## src/rtl/mem_stage_if.sv

```systemverilog
// mem_stage_if: EX/MEM/WB handshake, data-SRAM response and forwarding signals of the MEM stage
interface mem_stage_if;
    logic        mem_allowin;
    logic        ex_to_mem_valid;
    logic [91:0] ex_to_mem_zip;
    logic        ex_req_inflight;
    logic        wb_allowin;
    logic        mem_to_wb_valid;
    logic [86:0] mem_to_wb_zip;
    logic        data_sram_data_ok;
    logic [31:0] data_sram_rdata;
    logic        wb_flush;
    logic [38:0] mem_rf_zip;
    logic        mem_ex_or_ertn;

    // Drives MEM (EX, WB and the data SRAM seen together)
    modport master (
        output ex_to_mem_valid, ex_to_mem_zip, ex_req_inflight, wb_allowin,
               data_sram_data_ok, data_sram_rdata, wb_flush,
        input  mem_allowin, mem_to_wb_valid, mem_to_wb_zip, mem_rf_zip, mem_ex_or_ertn
    );

    // The MEM stage itself
    modport slave (
        input  ex_to_mem_valid, ex_to_mem_zip, ex_req_inflight, wb_allowin,
               data_sram_data_ok, data_sram_rdata, wb_flush,
        output mem_allowin, mem_to_wb_valid, mem_to_wb_zip, mem_rf_zip, mem_ex_or_ertn
    );
endinterface

```

## src/rtl/mem_stage.sv

```systemverilog
// mem_stage: waits for load/store data responses, extends load data, hands off to WB, drops stale responses
module mem_stage (
    input  logic       clk,
    input  logic       resetn,
    mem_stage_if.slave bus
);
    logic        mem_valid;
    logic        buf_valid;
    logic [1:0]  discard_cnt;
    logic [91:0] mem_zip;
    logic [31:0] rdata_buf;

    logic [31:0] pc;
    logic [31:0] alu_result;
    logic        rf_we;
    logic [4:0]  rf_waddr;
    logic        res_from_mem;
    logic [2:0]  ld_op;
    logic        mem_req_issued;
    logic        ex_valid;
    logic [5:0]  ecode;
    logic [8:0]  esubcode;
    logic        is_ertn;

    logic        need_resp;
    logic        resp_here;
    logic        ready_go;
    logic        capture;
    logic        leave;
    logic        buf_load;
    logic        own;
    logic        drop;
    logic [2:0]  cnt_inc;
    logic [2:0]  cnt_sum;
    logic [1:0]  cnt_next;
    logic [31:0] src_word;
    logic [31:0] shifted;
    logic [31:0] load_data;
    logic [31:0] final_wdata;
    logic        fwd_we;
    logic        load_pending;

    assign {pc, alu_result, rf_we, rf_waddr, res_from_mem, ld_op, mem_req_issued,
            ex_valid, ecode, esubcode, is_ertn} = mem_zip;

    // An instruction already carrying an exception never waits for its data
    assign need_resp = mem_req_issued & ~ex_valid;
    // A response only belongs to MEM once every stale response has been drained
    assign resp_here = bus.data_sram_data_ok & (discard_cnt == 2'd0);
    assign ready_go  = ~need_resp | resp_here | buf_valid;
    assign drop      = bus.data_sram_data_ok & (discard_cnt != 2'd0);

    assign bus.mem_allowin     = ~mem_valid | (ready_go & bus.wb_allowin);
    assign bus.mem_to_wb_valid = mem_valid & ready_go & ~bus.wb_flush;

    assign capture  = bus.ex_to_mem_valid & bus.mem_allowin & ~bus.wb_flush;
    assign leave    = bus.mem_to_wb_valid & bus.wb_allowin;
    // Hold the response when WB stalls, since the SRAM presents it for one cycle only
    assign buf_load = mem_valid & need_resp & resp_here & ~buf_valid & ~bus.wb_allowin & ~bus.wb_flush;
    // The MEM instruction still owes a response that will arrive after it is flushed
    assign own      = mem_valid & need_resp & ~resp_here & ~buf_valid;

    // Stale-response count: flush adds the outstanding ones, each dropped response removes one
    always_comb begin
        cnt_inc  = bus.wb_flush ? 3'(own) + 3'(bus.ex_req_inflight) : 3'd0;
        cnt_sum  = 3'(discard_cnt) + cnt_inc - 3'(drop);
        cnt_next = (cnt_sum > 3'd3) ? 2'd3 : cnt_sum[1:0];
    end

    // Align the addressed byte/halfword to bit 0, then extend per load kind
    always_comb begin
        src_word    = buf_valid ? rdata_buf : bus.data_sram_rdata;
        shifted     = src_word >> {alu_result[1:0], 3'b000};
        load_data   = (ld_op == 3'd1) ? {{24{shifted[7]}}, shifted[7:0]} :
                      (ld_op == 3'd2) ? {{16{shifted[15]}}, shifted[15:0]} :
                      (ld_op == 3'd3) ? {24'd0, shifted[7:0]} :
                      (ld_op == 3'd4) ? {16'd0, shifted[15:0]} :
                                        shifted;
        final_wdata = res_from_mem ? load_data : alu_result;
    end

    assign fwd_we       = mem_valid & rf_we & ~ex_valid & ~is_ertn;
    assign load_pending = mem_valid & res_from_mem & ~ready_go;

    assign bus.mem_to_wb_zip  = {rf_we, rf_waddr, final_wdata, pc, ex_valid, ecode, esubcode, is_ertn};
    assign bus.mem_rf_zip     = {fwd_we, load_pending, rf_waddr, final_wdata};
    assign bus.mem_ex_or_ertn = mem_valid & (ex_valid | is_ertn);

    // Stage occupancy: flush empties MEM, otherwise refill whenever MEM can accept
    always_ff @(posedge clk or negedge resetn) begin
        if (!resetn)
            mem_valid <= 1'b0;
        else if (bus.wb_flush)
            mem_valid <= 1'b0;
        else if (bus.mem_allowin)
            mem_valid <= bus.ex_to_mem_valid;
    end

    // Captured instruction record from EX
    always_ff @(posedge clk or negedge resetn) begin
        if (!resetn)
            mem_zip <= 92'd0;
        else if (capture)
            mem_zip <= bus.ex_to_mem_zip;
    end

    // Response buffer, released when the instruction leaves or is flushed
    always_ff @(posedge clk or negedge resetn) begin
        if (!resetn) begin
            buf_valid <= 1'b0;
            rdata_buf <= 32'd0;
        end else if (bus.wb_flush || leave) begin
            buf_valid <= 1'b0;
        end else if (buf_load) begin
            buf_valid <= 1'b1;
            rdata_buf <= bus.data_sram_rdata;
        end
    end

    // Stale-response counter register
    always_ff @(posedge clk or negedge resetn) begin
        if (!resetn)
            discard_cnt <= 2'd0;
        else
            discard_cnt <= cnt_next;
    end
endmodule

```

## src/flat_wrapper.sv

```systemverilog
// flat-port wrapper written by rule: the top's interface ports become plain ports
module mem_stage_flat 
  (clk, resetn, bus_ex_to_mem_valid, bus_ex_to_mem_zip, bus_ex_req_inflight, bus_wb_allowin, bus_data_sram_data_ok, bus_data_sram_rdata, bus_wb_flush, bus_mem_allowin, bus_mem_to_wb_valid, bus_mem_to_wb_zip, bus_mem_rf_zip, bus_mem_ex_or_ertn);
  mem_stage_if bus_i ();
  input  logic clk;
  input  logic resetn;
  input wire logic [$bits(bus_i.ex_to_mem_valid)-1:0] bus_ex_to_mem_valid;
  input wire logic [$bits(bus_i.ex_to_mem_zip)-1:0] bus_ex_to_mem_zip;
  input wire logic [$bits(bus_i.ex_req_inflight)-1:0] bus_ex_req_inflight;
  input wire logic [$bits(bus_i.wb_allowin)-1:0] bus_wb_allowin;
  input wire logic [$bits(bus_i.data_sram_data_ok)-1:0] bus_data_sram_data_ok;
  input wire logic [$bits(bus_i.data_sram_rdata)-1:0] bus_data_sram_rdata;
  input wire logic [$bits(bus_i.wb_flush)-1:0] bus_wb_flush;
  output wire logic [$bits(bus_i.mem_allowin)-1:0] bus_mem_allowin;
  output wire logic [$bits(bus_i.mem_to_wb_valid)-1:0] bus_mem_to_wb_valid;
  output wire logic [$bits(bus_i.mem_to_wb_zip)-1:0] bus_mem_to_wb_zip;
  output wire logic [$bits(bus_i.mem_rf_zip)-1:0] bus_mem_rf_zip;
  output wire logic [$bits(bus_i.mem_ex_or_ertn)-1:0] bus_mem_ex_or_ertn;
  assign bus_i.ex_to_mem_valid = bus_ex_to_mem_valid;
  assign bus_i.ex_to_mem_zip = bus_ex_to_mem_zip;
  assign bus_i.ex_req_inflight = bus_ex_req_inflight;
  assign bus_i.wb_allowin = bus_wb_allowin;
  assign bus_i.data_sram_data_ok = bus_data_sram_data_ok;
  assign bus_i.data_sram_rdata = bus_data_sram_rdata;
  assign bus_i.wb_flush = bus_wb_flush;
  assign bus_mem_allowin = bus_i.mem_allowin;
  assign bus_mem_to_wb_valid = bus_i.mem_to_wb_valid;
  assign bus_mem_to_wb_zip = bus_i.mem_to_wb_zip;
  assign bus_mem_rf_zip = bus_i.mem_rf_zip;
  assign bus_mem_ex_or_ertn = bus_i.mem_ex_or_ertn;
  mem_stage u_core (.clk(clk), .resetn(resetn), .bus(bus_i));
endmodule
```

## config.mk

```make
export PLATFORM = sky130hd
export DESIGN_NAME = mem_stage_flat
export DESIGN_NICKNAME = d
export VERILOG_FILES = /design/src/rtl/mem_stage_if.sv /design/src/rtl/mem_stage.sv /design/src/flat_wrapper.sv
export SDC_FILE = /design/constraint.sdc
export NUM_CORES = 1
export LEC_CHECK = 0
export CORE_MARGIN = 2
export CORE_UTILIZATION = 64
export CTS_BUF_LIST = sky130_fd_sc_hd__clkbuf_2
export CTS_CLUSTER_SIZE = 16
export DETAILED_ROUTE_END_ITERATION = 10
export DONT_BUFFER_PORTS = 1
export PLACE_DENSITY = 0.83
export SLEW_MARGIN = 20
export SYNTH_ARGS = -nofsm -noshare
export SYNTH_HDL_FRONTEND = slang
export SYNTH_SLANG_ARGS = --single-unit
export TNS_END_PERCENT = 30
```

## constraint.sdc

```tcl
create_clock -name clk -period 6.3 [get_ports clk]
set_input_delay 1.26 -clock clk [delete_from_list [all_inputs] [get_ports clk]]
set_output_delay 1.26 -clock clk [all_outputs]
set_load 0.005 [all_outputs]
```

Word level (Yosys, flattened, before mapping)
Index checks and enable logic that the tools add are counted.
{"block": "op_classes", "n_eq_ne": 4, "bitwise": 36, "reduce_logical": 6, "muxes": 12, "shifts": 1, "addsub": 3, "n_lt_le_gt_ge": 1}
{"cell": "2-to-1 mux 32 bit", "count": 6}
{"cell": "right shift 32 x 5 -> 32 bit", "count": 1}
{"cell": "bitwise AND 1 bit", "count": 22}
{"cell": "inverter 1 bit", "count": 10}
{"cell": "equality test 3 x 2 -> 1 bit (second input constant)", "count": 2}
{"cell": "nonzero test 2 bit", "count": 3}
{"cell": "2-to-1 mux 1 bit", "count": 4}
{"cell": "bitwise OR 1 bit", "count": 4}
{"cell": "adder 2 x 3 -> 3 bit", "count": 1}
{"cell": "equality test 3 x 1 -> 1 bit (second input constant)", "count": 1}
{"cell": "equality test 3 bit (second input constant)", "count": 1}
{"cell": "greater-than comparator 3 x 2 -> 1 bit (second input constant)", "count": 1}
{"cell": "2-to-1 mux 3 bit", "count": 1}
{"cell": "subtractor 3 x 1 -> 3 bit", "count": 1}
{"cell": "adder 1 x 1 -> 2 bit", "count": 1}
{"cell": "zero test 2 bit", "count": 1}
{"cell": "2-to-1 mux 2 bit", "count": 1}
{"cell": "AND reduction 2 bit", "count": 1}
{"cell": "logical OR 1 bit", "count": 1}
{"block": "totals", "ff_bits": 128}

Logic depth before layout (Yosys ltp)
{"block": "depth", "depth_word": 11, "depth_mapped": 9}

Worst setup path before layout
Ideal clock, no wire load.
{"block": "synth_timing", "path_kind": "input to output", "startpoint": "input bus_data_sram_rdata[31]", "endpoint": "output bus_mem_to_wb_zip[70]", "n_path_buf": 2, "required_ps": 5040, "setup_slack_ps": 2454, "arrival_ps": 2586, "stages": 6, "cell_sequence": "mux4_2 o2bb2ai_1 a32oi_2 buf_2 a21oi_1 buf_4"}
{"block": "synth_via", "elab_chain_cells": 5}
{"element": "start: declaration", "line_no": "flat_wrapper.sv:12", "rtl": "input wire logic [$bits(bus_i.data_sram_rdata)-1:0] bus_data_sram_rdata;"}
{"element": "2-to-1 mux 32 bit (*)", "line_no": "mem_stage.sv:72", "rtl": "src_word = buf_valid ? rdata_buf : bus.data_sram_rdata;"}
{"element": "right shift 32 x 5 -> 32 bit (*)", "line_no": "mem_stage.sv:73", "rtl": "shifted = src_word >> {alu_result[1:0], 3'b000};"}
{"element": "2-to-1 mux 32 bit", "line_no": "mem_stage.sv:75", "rtl": "(ld_op == 3'd2) ? {{16{shifted[15]}}, shifted[15:0]} :"}
{"element": "2-to-1 mux 32 bit (*)", "line_no": "mem_stage.sv:74", "rtl": "load_data = (ld_op == 3'd1) ? {{24{shifted[7]}}, shifted[7:0]} :"}
{"element": "2-to-1 mux 32 bit (*)", "line_no": "mem_stage.sv:79", "rtl": "final_wdata = res_from_mem ? load_data : alu_result;"}
{"element": "end: declaration", "line_no": "flat_wrapper.sv:16", "rtl": "output wire logic [$bits(bus_i.mem_to_wb_zip)-1:0] bus_mem_to_wb_zip;"}
Every way passes the cells marked *; elsewhere a longest branch is shown, timed or not.

Worst setup path in the final report
{"block": "layout_timing", "startpoint": "register u_core.mem_zip[29]", "endpoint": "output bus_mem_to_wb_zip[67]"}
{"block": "layout_via", "elab_chain_cells": 6}
{"element": "start: declaration", "line_no": "mem_stage.sv:10", "rtl": "logic [91:0] mem_zip;"}
{"element": "start signal: assignment", "line_no": "mem_stage.sv:104", "rtl": "mem_zip <= bus.ex_to_mem_zip;"}
{"element": "right shift 32 x 5 -> 32 bit (*)", "line_no": "mem_stage.sv:73"}
{"element": "2-to-1 mux 32 bit", "line_no": "mem_stage.sv:77", "rtl": "(ld_op == 3'd4) ? {16'd0, shifted[15:0]} :"}
{"element": "2-to-1 mux 32 bit", "line_no": "mem_stage.sv:76", "rtl": "(ld_op == 3'd3) ? {24'd0, shifted[7:0]} :"}
{"element": "2-to-1 mux 32 bit", "line_no": "mem_stage.sv:75"}
{"element": "2-to-1 mux 32 bit (*)", "line_no": "mem_stage.sv:74"}
{"element": "2-to-1 mux 32 bit (*)", "line_no": "mem_stage.sv:79"}
Marks and branches as above.

==> impl_metrics.py <==
metrics = {
    "setup_path": {
        "path_cells": "mux4_2 -> o2bb2ai_1 -> a32oi_2 -> a21oi_1",
        "path_delay_family": "compound AO/OA/AOI/OAI gates",
        "critPathKind": "reg -> out",
        "r2r_end": "u_core.discard_cnt[0]",
        "ff2ff_setup_slack_ns": 3.62,
        "worstPathArrival_ns": 3.26,
        "r2r-start": "u_core.buf_valid",
        "cp_max_fo": 25,
        "r2r_cells": 8,
        "startpoint": "u_core.mem_zip[29]",
        "cpPeakStageDelay_ns": 0.93,
        "crit_path_end_kind": "output pin",
        "crit_required_ns": 5.04,
        "setup.worst_path.start_class": "flop",
        "cp_slowest_cell": "dfrtp_1",
        "crit_buf_inv": 0,
        "path_depth": 4,
    },
    "sta": {
        "hold_viol_final": 0,
        "maxSlewHeadroom_pct": 44.2,
        "setup-tns-final_ns": 0,
        "finalCritPeriodShare_pct": 71.8,
        "worst_pin_slew_ns": 0.837,
        "setup_viol": 0,
        "period_needed_ns": 4.52,
        "fin_skew_ns": 0.0215,
        "slew_viol_final": 0,
        "rsz0062_at_grt": "no",
        "max_freq_ghz": 0.221,
    },
    "grt": {
        "grt_max_degree": 129,
        "grt_pass1_wl_um": 24000,
        "antenna_found_initial": 5,
        "grt_pass1_vias": 4293,
        "grt_overflow": 0,
        "grt_usage_pct": 25.5,
    },
    "logic_synthesis": {
        "synthXorXnorAreaFrac_pct": 0.120,
        "async_flop_share_pct": 100,
        "synth_edf_count": 0,
        "synth_mux_area_share_pct": 31.6,
        "yosys.area_share.simple_pct": 5.86,
        "syn_nets": 717,
        "netlist_area_sq_um": 7320,
        "synth_cell_types": 44,
        "seq_area_frac_synth_pct": 43.7,
        "synthAdderAreaFrac_pct": 0.957,
        "synth_area_leaders": "dfrtp_1 44%, mux2_4 16%, buf_4 10%, mux2_2 8.3%, mux4_2 4.3%",
        "synth_warnings": 0,
        "synth_compound_area_share_pct": 4.89,
        "ys.flop_type": "dfrtp_1",
        "syn_area_per_cell_sq_um": 12.6,
        "synth_top_area_share_pct": 43.7,
        "synthCells": 581,
        "synth_area_leader_cell": "dfrtp_1",
        "synth_seq_cells": 128,
        "synth_top_family_by_area": "multiplexers",
    },
    "clocking": {
        "cts_tree": "done",
        "clkLatencyLatePin_ns": 0.69,
        "cts-hold-fix-buffers": 0,
        "cts_setup_buffers": 0,
        "clock-sinks": 128,
        "cts.path.max_buffers": 2,
        "clockRootBuffer": "clkbuf_2",
        "htree_levels": 4,
        "ctsResizeCount": 0,
        "cts_buffers": 17,
        "clk_pin_slew_ns": 0.19,
    },
    "layout": {
        "layout_common_cells": "127 x dfrtp_1, 80 x mux2_4, 54 x mux2_2",
        "nNetsFinal": 617,
        "layout-drive-gt1-share_pct": 38.5,
        "area_delta_synth_final_pct": -5.96,
        "layout_commonest_cell": "dfrtp_1",
    },
    "floorplanning": {
        "die_height_um": 111,
        "die_x_um": 111,
        "ios": 260,
        "initial_utilization_pct": 65.0,
        "core_region_area_sq_um": 11300,
        "rows": 39,
        "die_area_sq_um": 12300,
    },
    "drt": {
        "vias": 4005,
        "routedWlPerCell_um": 23.8,
        "drc": 0,
        "firstDrtPassIters": 4,
        "via_per_inst": 6.26,
        "drt_iter0_markers": 236,
        "postRouteAntennaNets": 0,
        "wirelength_um": 15200,
    },
    "pwr": {
        "p_total_uw": 2130,
        "max-vdd-ir-drop_uv": 178,
        "p_leak_uw": 0.00307,
        "pwr_density_cell_nw_per_um2": 309,
    },
    "place": {
        "dp_hpwl_um": 11200,
        "routabilityCongestion": 0.901,
        "port_buffers": 0,
    },
    "worst_hold_path": {
        "holdCritPathClass": "in -> async",
    },
    "run": {
        "drv_cap": 0,
    },
    "outcome": {
        "outcome": "completed",
    },
}
## layer usage
layer | share of wire, % | vias to the layer above | wire, um | track usage (%)
met5 | 0.18 | - | 27 | 0
met4 | 1.9 | 4 | 290 | 10.0
met3 | 12 | 28 | 1870 | 14.5
met2 | 47 | 224 | 7220 | 39.2
met1 | 38 | 2013 | 5800 | 29.6
li1 | - | 1736 | - | -
## area by class of cell
class | instances | area, sq um
inverter | 8 | 30.0
fill | 873 | 4390
antenna | 3 | 7.51
multi-input combinational | 322 | 3190
tap | 143 | 179
clock inverter | 14 | 141
clock buffer | 18 | 90.1
sequential | 128 | 3200
timing repair buffer | 4 | 42.5
## power breakdown
| group | switching (uW) | total [uW] | leakage, uW | internal (uW) |
|---|---|---|---|---|
| Sequential | 132 | 1090 | 0.00156 | 958 |
| Combinational | 275 | 550 | 0.00137 | 275 |
| Clock | 309 | 490 | 0.000128 | 181 |
## synthesized netlist by cell type, types with 2 or more instances
| master | n |
|---|---|
| dfrtp_1 | 128 |
| buf_4 | 100 |
| mux2_4 | 80 |
| mux2_2 | 54 |
| nor2_1 | 36 |
| nand2_1 | 33 |
| a21oi_1 | 28 |
| mux2i_1 | 19 |
| mux4_2 | 14 |
| clkbuf_1 | 10 |
| nand2b_1 | 10 |
| buf_6 | 9 |
| inv_1 | 7 |
| o2bb2ai_1 | 6 |
| a31oi_1 | 5 |
| buf_2 | 4 |
| ha_1 | 4 |
| o21ai_0 | 3 |
| a22o_1 | 2 |
| and2_1 | 2 |
| and3_1 | 2 |
| nor3_1 | 2 |
| nor3b_1 | 2 |
## worst register-to-register path: stages (launching register included)
cell and delay, ns:
dfrtp_2 0.63, or3b_4 0.50, nor3_1 0.22, ha_1 0.20
nand2_1 0.06, ha_1 0.29, fa_1 0.45, xor2_1 0.19
nand2b_1 0.07
## metrics by stage
stage	utilization [%]	hold slack [ns]	instance area [sq um]	std cells	setup WS, ns
6_report	61.1	0.229	6890	640	1.78
5_1_grt	61.0	0.103	6880	637	1.50
4_1_cts	61.0	0.120	6880	637	1.68
3_5_place_dp	59.0	0.494	6650	605	2.09
3_3_place_gp	59.0	0.484	6650	605	2.13
2_1_floorplan	-	0.474	7320	581	2.45
## cell families after synthesis
family | after synthesis
mux | 167
buf+inv | 131
flops | 128
simple gates | 94
compound gates | 55
fa+ha+maj | 5
xor+xnor | 1
## sequential cells by signal, indices dropped and copies added (netlist names)
signal / count
u_core.mem_valid: 1
u_core.rdata_buf: 32
u_core.discard_cnt: 2
u_core.buf_valid: 1
u_core.mem_zip: 92
## worst max-delay path by stage
stage                            endpoint  slack, ns
floorplan           bus_mem_to_wb_zip[70]       2.45
global placement    bus_mem_to_wb_zip[67]       2.13
detailed placement  bus_mem_to_wb_zip[67]       2.09
CTS                 bus_mem_to_wb_zip[67]       1.68
global route        bus_mem_to_wb_zip[65]       1.50
finish              bus_mem_to_wb_zip[67]       1.78
Note: power is estimated with default switching activity, not from simulation.
